### src/rtl/bucket_request_pkg.sv
// Shared probe-engine definitions used by the bucket request stage.
package bucket_request_pkg;

  localparam int ADDR_W  = 48;
  localparam int VALUE_W = 64;

  typedef enum logic {
    REQ_EMPTY = 1'b0,
    REQ_HELD  = 1'b1
  } req_state_t;

  // Bucket byte address; hash bits shifted past the address width are dropped
  // and the sum wraps modulo 2^ADDR_W.
  function automatic logic [ADDR_W-1:0] bucket_addr(
    input logic [ADDR_W-1:0]  base,
    input logic [VALUE_W-1:0] hash,
    input int                 shift
  );
    logic [VALUE_W-1:0] shifted;
    shifted = hash << shift;
    return base + shifted[ADDR_W-1:0];
  endfunction

endpackage

### src/rtl/bucket_request_pending_fifo.sv
// In-order first-word-fall-through FIFO that parks probe values until their
// bucket comes back. The head reads as zero while the FIFO is empty.
module pending_fifo
  import bucket_request_pkg::*;
#(
  parameter int DEPTH_LOG2 = 5,
  parameter int WIDTH      = VALUE_W
) (
  input  logic                  clk,
  input  logic                  rst,
  input  logic                  push,
  input  logic [WIDTH-1:0]      push_data,
  input  logic                  pop,
  output logic [WIDTH-1:0]      pop_data,
  output logic [DEPTH_LOG2:0]   count,
  output logic                  empty,
  output logic                  full
);

  localparam int DEPTH = 1 << DEPTH_LOG2;

  logic [WIDTH-1:0]      mem [DEPTH];
  logic [DEPTH_LOG2-1:0] wr_ptr;
  logic [DEPTH_LOG2-1:0] rd_ptr;
  logic [DEPTH_LOG2:0]   count_q;
  logic                  do_push;
  logic                  do_pop;

  assign empty   = (count_q == '0);
  assign full    = count_q[DEPTH_LOG2];
  assign do_push = push & ~full;
  assign do_pop  = pop & ~empty;
  assign count   = count_q;
  assign pop_data = empty ? '0 : mem[rd_ptr];

  // Storage write; contents need no reset because the head is masked when empty.
  always_ff @(posedge clk) begin
    if (do_push) mem[wr_ptr] <= push_data;
  end

  // Pointer and occupancy tracking; a pop on empty leaves everything untouched.
  always_ff @(posedge clk or posedge rst) begin
    if (rst) begin
      wr_ptr  <= '0;
      rd_ptr  <= '0;
      count_q <= '0;
    end else begin
      if (do_push) wr_ptr <= wr_ptr + 1'b1;
      if (do_pop)  rd_ptr <= rd_ptr + 1'b1;
      case ({do_push, do_pop})
        2'b10:   count_q <= count_q + 1'b1;
        2'b01:   count_q <= count_q - 1'b1;
        default: count_q <= count_q;
      endcase
    end
  end

endmodule

### src/rtl/bucket_request.sv
// Turns (value, hash) pairs from the hash stage into tagged bucket read
// requests and queues each value in order for the compare stage.
//
// state     | meaning
// ----------|------------------------------------------------------------
// REQ_EMPTY | no request presented on the memory port
// REQ_HELD  | request valid; held stable until memory takes it (no stall)
module bucket_request
  import bucket_request_pkg::*;
#(
  parameter int BUCKET_SHIFT    = 6,
  parameter int PEND_DEPTH_LOG2 = 5,
  parameter int TAG_W           = 8
) (
  input  logic                       clk,
  input  logic                       rst,
  input  logic [ADDR_W-1:0]          table_base_in,
  input  logic                       empty_in,
  output logic                       read_en_out,
  input  logic [VALUE_W-1:0]         value_in,
  input  logic [VALUE_W-1:0]         hash_in,
  output logic                       mem_req_valid_out,
  output logic [ADDR_W-1:0]          mem_req_addr_out,
  output logic [TAG_W-1:0]           mem_req_tag_out,
  input  logic                       mem_req_stall_in,
  output logic                       empty_out,
  input  logic                       read_en_in,
  output logic [VALUE_W-1:0]         value_out,
  output logic [PEND_DEPTH_LOG2:0]   outstanding_out,
  output logic                       done
);

  req_state_t          state_q;
  req_state_t          state_d;
  logic [ADDR_W-1:0]   addr_q;
  logic [TAG_W-1:0]    tag_q;
  logic [TAG_W-1:0]    tag_cnt_q;
  logic                accept;
  logic                space;
  logic                load;
  logic                pend_full;

  // Space comes from the registered count, so a same-cycle downstream pop
  // does not open a slot until the next cycle.
  assign accept = (state_q == REQ_HELD) & ~mem_req_stall_in;
  assign space  = ~pend_full;
  assign load   = ~rst & ~empty_in & space & ((state_q == REQ_EMPTY) | accept);

  assign read_en_out       = load;
  assign mem_req_valid_out = (state_q == REQ_HELD);
  assign mem_req_addr_out  = addr_q;
  assign mem_req_tag_out   = tag_q;
  assign done              = empty_in & (state_q == REQ_EMPTY) & empty_out;

  // Request register next state.
  always_comb begin
    state_d = state_q;
    case (state_q)
      REQ_EMPTY: if (load) state_d = REQ_HELD;
      REQ_HELD:  if (accept && !load) state_d = REQ_EMPTY;
      default:   state_d = REQ_EMPTY;
    endcase
  end

  // Request state register.
  always_ff @(posedge clk or posedge rst) begin
    if (rst) state_q <= REQ_EMPTY;
    else     state_q <= state_d;
  end

  // Request address/tag capture and sequential tag generation.
  always_ff @(posedge clk or posedge rst) begin
    if (rst) begin
      addr_q    <= '0;
      tag_q     <= '0;
      tag_cnt_q <= '0;
    end else if (load) begin
      addr_q    <= bucket_addr(table_base_in, hash_in, BUCKET_SHIFT);
      tag_q     <= tag_cnt_q;
      tag_cnt_q <= tag_cnt_q + 1'b1;
    end
  end

  pending_fifo #(
    .DEPTH_LOG2 (PEND_DEPTH_LOG2),
    .WIDTH      (VALUE_W)
  ) u_pending (
    .clk       (clk),
    .rst       (rst),
    .push      (load),
    .push_data (value_in),
    .pop       (read_en_in),
    .pop_data  (value_out),
    .count     (outstanding_out),
    .empty     (empty_out),
    .full      (pend_full)
  );

endmodule
### config.mk
export PLATFORM = sky130hd
export DESIGN_NAME = bucket_request
export DESIGN_NICKNAME = d
export VERILOG_FILES = /design/src/rtl/bucket_request_pkg.sv /design/src/rtl/bucket_request_pending_fifo.sv /design/src/rtl/bucket_request.sv
export SDC_FILE = /design/constraint.sdc
export NUM_CORES = 2
export LEC_CHECK = 0
export CAP_MARGIN = 0
export CORE_ASPECT_RATIO = 2
export CORE_MARGIN = 4
export CORE_UTILIZATION = 55
export DETAILED_ROUTE_END_ITERATION = 12
export GPL_TIMING_DRIVEN = 1
export PLACE_DENSITY = 0.85
export SLEW_MARGIN = 10
export SYNTH_ARGS = -nofsm -noshare
export SYNTH_HDL_FRONTEND = slang
export SYNTH_SLANG_ARGS = --single-unit
### constraint.sdc
create_clock -name clk -period 4.9 [get_ports clk]
set_input_delay 0.98 -clock clk [delete_from_list [all_inputs] [get_ports clk]]
set_output_delay 0.98 -clock clk [all_outputs]
set_load 0.1 [all_outputs]
* Word level (Yosys, flattened, before mapping)
Memories as Yosys holds them, arrays and structs flattened.
Cells that the tools add are included.
** Cells by class
- Add/sub/neg operators :: 6
- Multipliers :: 0
- Div/mod/pow operators :: 0
- Order comparisons :: 0
- Eq/ne operators :: 2
- Shift operators :: 0
- Mux-type cells :: 7
- Bitwise gates (word level) :: 15
- Reductions and logical operators :: 4
** Operators with widths (count)
- two-way mux 64 bit :: 1
- adder 48 bit :: 1
- one-hot mux 6 bit (2 select lines) :: 1
- adder 5 x 1 -> 5 bit (second input constant) :: 2
- adder 8 x 1 -> 8 bit (second input constant) :: 1
- AND 1 bit :: 8
- adder 6 x 1 -> 6 bit (second input constant) :: 1
- zero test 6 bit :: 1
- NOT 1 bit :: 6
- subtractor 6 x 1 -> 6 bit (second input constant) :: 1
- two-way mux 1 bit :: 4
- equality test 2 x 1 -> 1 bit (second input constant) :: 1
- equality test 2 bit (second input constant) :: 1
- one-hot mux 1 bit (2 select lines) :: 1
- nonzero test 2 bit :: 1
- logical AND 1 bit :: 1
- zero test 1 bit :: 1
- bitwise OR 1 bit :: 1
** Word-level totals
- Bits in registers :: 81
- Bits in latches :: 0
- RAM bits :: 2048
- ROM bits :: 0
- Input port bits :: 181
- Output and inout port bits :: 130
- Logic and storage cells :: 42
- Memories :: 1
** Memories
- u_pending.mem :: words 32, width 64, read ports 1, clocked after memory_dff 0, write ports 1, RTL line bucket_request_pending_fifo.sv:22 : logic [WIDTH-1:0] mem [DEPTH];

* Longest topological paths before layout
- Depth after elaboration :: 8
- Depth in mapped cells :: 16
- Gate-level depth less buffers :: 14

* Cells and area by module
A second synthesis with hierarchy kept.
** Unflattened totals
- Cells, all modules :: 4105
- Area, all modules :: 84016.8 µm²
** Modules (own cells, without submodules)
- pending_fifo :: times used 1, cells each 3526, area each 79124.6 µm², seq. area each 61899.4 µm²
- bucket_request :: times used 1, cells each 579, area each 4892.2 µm², seq. area each 1626.6 µm²

* Least setup slack after synthesis
OpenSTA, ideal clock, no wires.
- Kind :: in2reg
- Start :: in empty_in
- End :: mem u_pending.mem[29][0] in the netlist's numbering (enable)
- Library setup time :: 0.487 ns
- Arrival time :: 4.961 ns
- Data required time :: 4.413 ns
- Setup slack :: -0.548 ns
- Cell stages on the path :: 7
- Buffers on the path :: 2
- Cell sequence :: or3_1 -> nand2b_1 -> clkbuf_1 -> inv_2 -> clkbuf_1 -> nand2_1 -> nor2_1
** Between the ends
- Longest elaborated chain between the ends :: 7
** Ends and longest elaborated chain
- from (decl) :: RTL line bucket_request.sv:18 : input logic empty_in,
- NOT 1 bit :: RTL line bucket_request.sv:47 : assign load = ~rst & ~empty_in & space & ((state_q == REQ_EMPTY) | accept);
- AND 1 bit (3 in series) :: RTL line bucket_request.sv:47
- AND 1 bit :: RTL line bucket_request_pending_fifo.sv:31 : assign do_push = push & ~full;
- two-way mux 1 bit :: RTL line bucket_request_pending_fifo.sv:38 : if (do_push) mem[wr_ptr] <= push_data;
- two-way mux 1 bit (not written as such) :: RTL line bucket_request_pending_fifo.sv:38
- to (decl) :: RTL line bucket_request_pending_fifo.sv:22
Every way passes these cells.

* Worst setup path after layout
- Start :: reg u_pending.rd_ptr[0]
- End :: out value_out[20]
** Between the ends
- Longest elaborated chain between the ends :: 2
** Ends and longest elaborated chain
- from (decl) :: RTL line bucket_request_pending_fifo.sv:24 : logic [DEPTH_LOG2-1:0] rd_ptr;
- from (signal assigned) :: RTL line bucket_request_pending_fifo.sv:49 : if (do_pop) rd_ptr <= rd_ptr + 1'b1;
- memory (32 x 64 bit)
- two-way mux 64 bit :: RTL line bucket_request_pending_fifo.sv:34 : assign pop_data = empty ? '0 : mem[rd_ptr];
- to (decl) :: RTL line bucket_request.sv:28 : output logic [VALUE_W-1:0] value_out,
Every way passes these cells.

==> run metrics <==
# fillers=9004; Fmax achieved=0.2063 GHz; mux cell area share after synthesis=17.61%; CTS root buf=clkbuf_16; synthesized net count=4003; fin. max-slew vios=0; Critical Path Start=u_pending.rd_ptr[0]$_DFFE_PP0P_; Critical Path AT=3.87 ns; leak pwr=30.76 nW; Synth Area in Adders=0.7755%; Worst Skew=0.04839 ns; hold bufs inserted after CTS=0; drt total wl=239300 um; Final Hold Vio Count=0; post-synthesis compound-gate area fraction=1.695%; clock slew at reported path FFs=0.07 ns; Max VDD drop=0.001018 V; Port Buf Inserts=288; Crit Path Class=flop to output pin; Die Area=158000 um2; Critical Path RT=3.92 ns; Met1 Wirelength=74520 um; Post-Synth XOR/XNOR Area=0.6523%; met2 WL post-DR=122000 um; clock sinks=2129; Core Util, Final=63.77%; Num CTS Buffers=173; Syn Std Cell Area=83250 um2; vias=44200; P per Cell Area=615.1 nW/um2; Mapped Cells=3771; worst hold path class=flop to flop; Core Rows=201; clk_lat worst skew=0.83 ns; hpwl dp=119400 um; I/O pin count=311; max-cap viol count=0; RSZ-0062 raised after global routing=yes; first-pass GRT wire length=340600 um; Tmin final=4.847 ns; Final period util=98.92%; DR WL met3=26610 um; Synth area leaders=edfxtp_1 (74%), mux4_2 (16%), dfrtp_1 (2.4%); number of vias per cell=7.064; vias in the first global route=45150; sequential area share after synthesis=76.31%; area of the core=150100 um2; overall routing resource usage=30.19%; pin count of the biggest net entering global routing=66; Die W=283.1 um; main flop type after synthesis=edfxtp_1; Nets=4416; FF+latch count, synth=2129; WHS=0.4722 ns; DRT antenna net count=0; Max Buffers Root-to-Sink=4; setup_tns=0 ns; post-synthesis cell type count=54; Max Used Layer=met5; origin of the critical flop-to-flop path=u_pending.count[1]$_DFFE_PP0P_; status=finished, final reports clean; Ys Warns=0; layout cells sized above 1=25.98%; TritonCTS clock tree=built; initial drt markers=6793; measured slew at the worst slew-check pin=1.230 ns; main combinational cell family by area after synthesis=multiplexers; hold_sp=mem_req_addr_out[25]$_DFFE_PP0P_; Post-synth EDFFs=2048; Post-Synth Simple-Gate Area=1.922%; final setup vio count=0; Max-Slew Margin vs Limit=17.76%; CP max FO=23; grt ovf=0; htree depth=4; DRT Pass-1 Iters=7; Avg Cell Area, Syn=22.08 um2; Synth async-reset ratio=3.805%; top-area cell type share of the netlist area=73.87%; WL/cell=38.25 um; gpl congestion=0.9443; Area growth, synth to finish=15.01%; Die H=558.2 um; Worst Setup End Kind=output pin; Startpoint Class=flop; Starting Density=55.45%; initial antenna violation count=22; Synth area leader=edfxtp_1; drc violations=0; most common cell in the netlist=edfxtp_1; Synth top cells by count=edfxtp_1 (2048), mux4_2 (599), nand2_1 (146), clkbuf_1 (129), nor2_1 (125); Pwr Total=58.90 mW
[through the flow]
stage	setup slack [ns]	area (um2)	cells
final	0.05307	95750	6256
after global routing	-0.003324	95730	6249
after CTS	0.0008793	95660	6238
after detailed placement	0.4075	89970	5933
after global placement	0.3661	89970	5933
after floorplan	-0.5478	83250	3771
[worst paths after layout]
path                                                    end  slack, ns  cells past startpoint
max                                           value_out[20]       0.05                     10
min                        mem_req_addr_out[25]$_DFFE_PP0P_       0.47                      2
max in group asynchronous          tag_cnt_q[4]$_DFFE_PP0P_       3.28                      3
min reg2reg                mem_req_addr_out[25]$_DFFE_PP0P_       0.47                      2
min in group asynchronous    u_pending.count[0]$_DFFE_PP0P_       0.71                      2
max reg2reg                  u_pending.count[4]$_DFFE_PP0P_       1.06                     14
[timing repair]
action	CTS	global route
endpoints found under the setup margin	18	9
cloned	2	0
gates resized for setup	12	8
setup buffers	1	1
[routing by layer]
metal,global-route usage [%],vias up
li1,-,16560
met1,36.31,22610
met2,51.51,4085
met3,6.152,936
met4,16.97,6
met5,0,-
[registers in the layout, indices dropped and copies added, names as in the netlist]
register           cells
u_pending.count        6
mem_req_addr_out      48
u_pending.wr_ptr       5
mem_req_valid_out      1
mem_req_tag_out        8
u_pending.rd_ptr       5
tag_cnt_q              8
u_pending.mem       2048
[where the power goes]
part	switching (mW)	total (mW)	leakage, nW	internal [mW]
Combinational	14.9	23.4	8.63	8.51
Clock	6.60	14.3	2.71	7.69
Sequential	0.695	21.2	19.4	20.5
[logic make-up (layout without fill, tap and decap cells)]
| family | Yosys count | count (layout) |
|---|---|---|
| AO/OA/AOI/OAI | 230 | 230 |
| XOR/XNOR | 62 | 62 |
| adder cells (fa/ha/maj) | 51 | 51 |
| buffers and inverters | 216 | 756 |
| flip-flops | 2129 | 2129 |
| multiplexers | 716 | 716 |
| other | 0 | 17 |
| AND/OR/NAND/NOR | 367 | 367 |
[critical path, stage by stage (launching register included)]
cell and delay [ns]:
dfrtp_4 0.57, buf_16 0.27, buf_16 0.22, buf_16 0.23, mux4_2 0.52, nor2b_1 0.17
a211oi_2 0.25, a21oi_1 0.08, mux2i_2 0.27, nor2_1 0.15, buf_12 0.24
[placed cells by master (no fill, tap or decap), types with 30 or more instances in the layout]
cell / n
dfrtp_1: 76
buf_12: 77
clkbuf_16: 176
mux2i_1: 108
ha_1: 50
clkinv_1: 30
nand2_1: 146
nor2_1: 93
xnor2_1: 34
buf_4: 128
a21oi_1: 74
o21ai_0: 34
edfxtp_1: 2048
nor2b_1: 33
clkdlybuf4s50_1: 221
nor2_4: 32
mux4_2: 599
a211oi_1: 43
[cell type report]
cell class | instances | area (um2) | area share, %
diodes | 17 | 42.54 | 0.04443
clock buffers | 203 | 4506 | 4.706
clock inverters | 99 | 1049 | 1.095
inverters | 16 | 62.56 | 0.06534
multi-input cells | 1426 | 19160 | 20.01
flip-flops and latches | 2129 | 63540 | 66.36
well taps | 1928 | 2412 | 2.519
repair buffers | 438 | 4974 | 5.194
(Power assumes the default switching activity.)
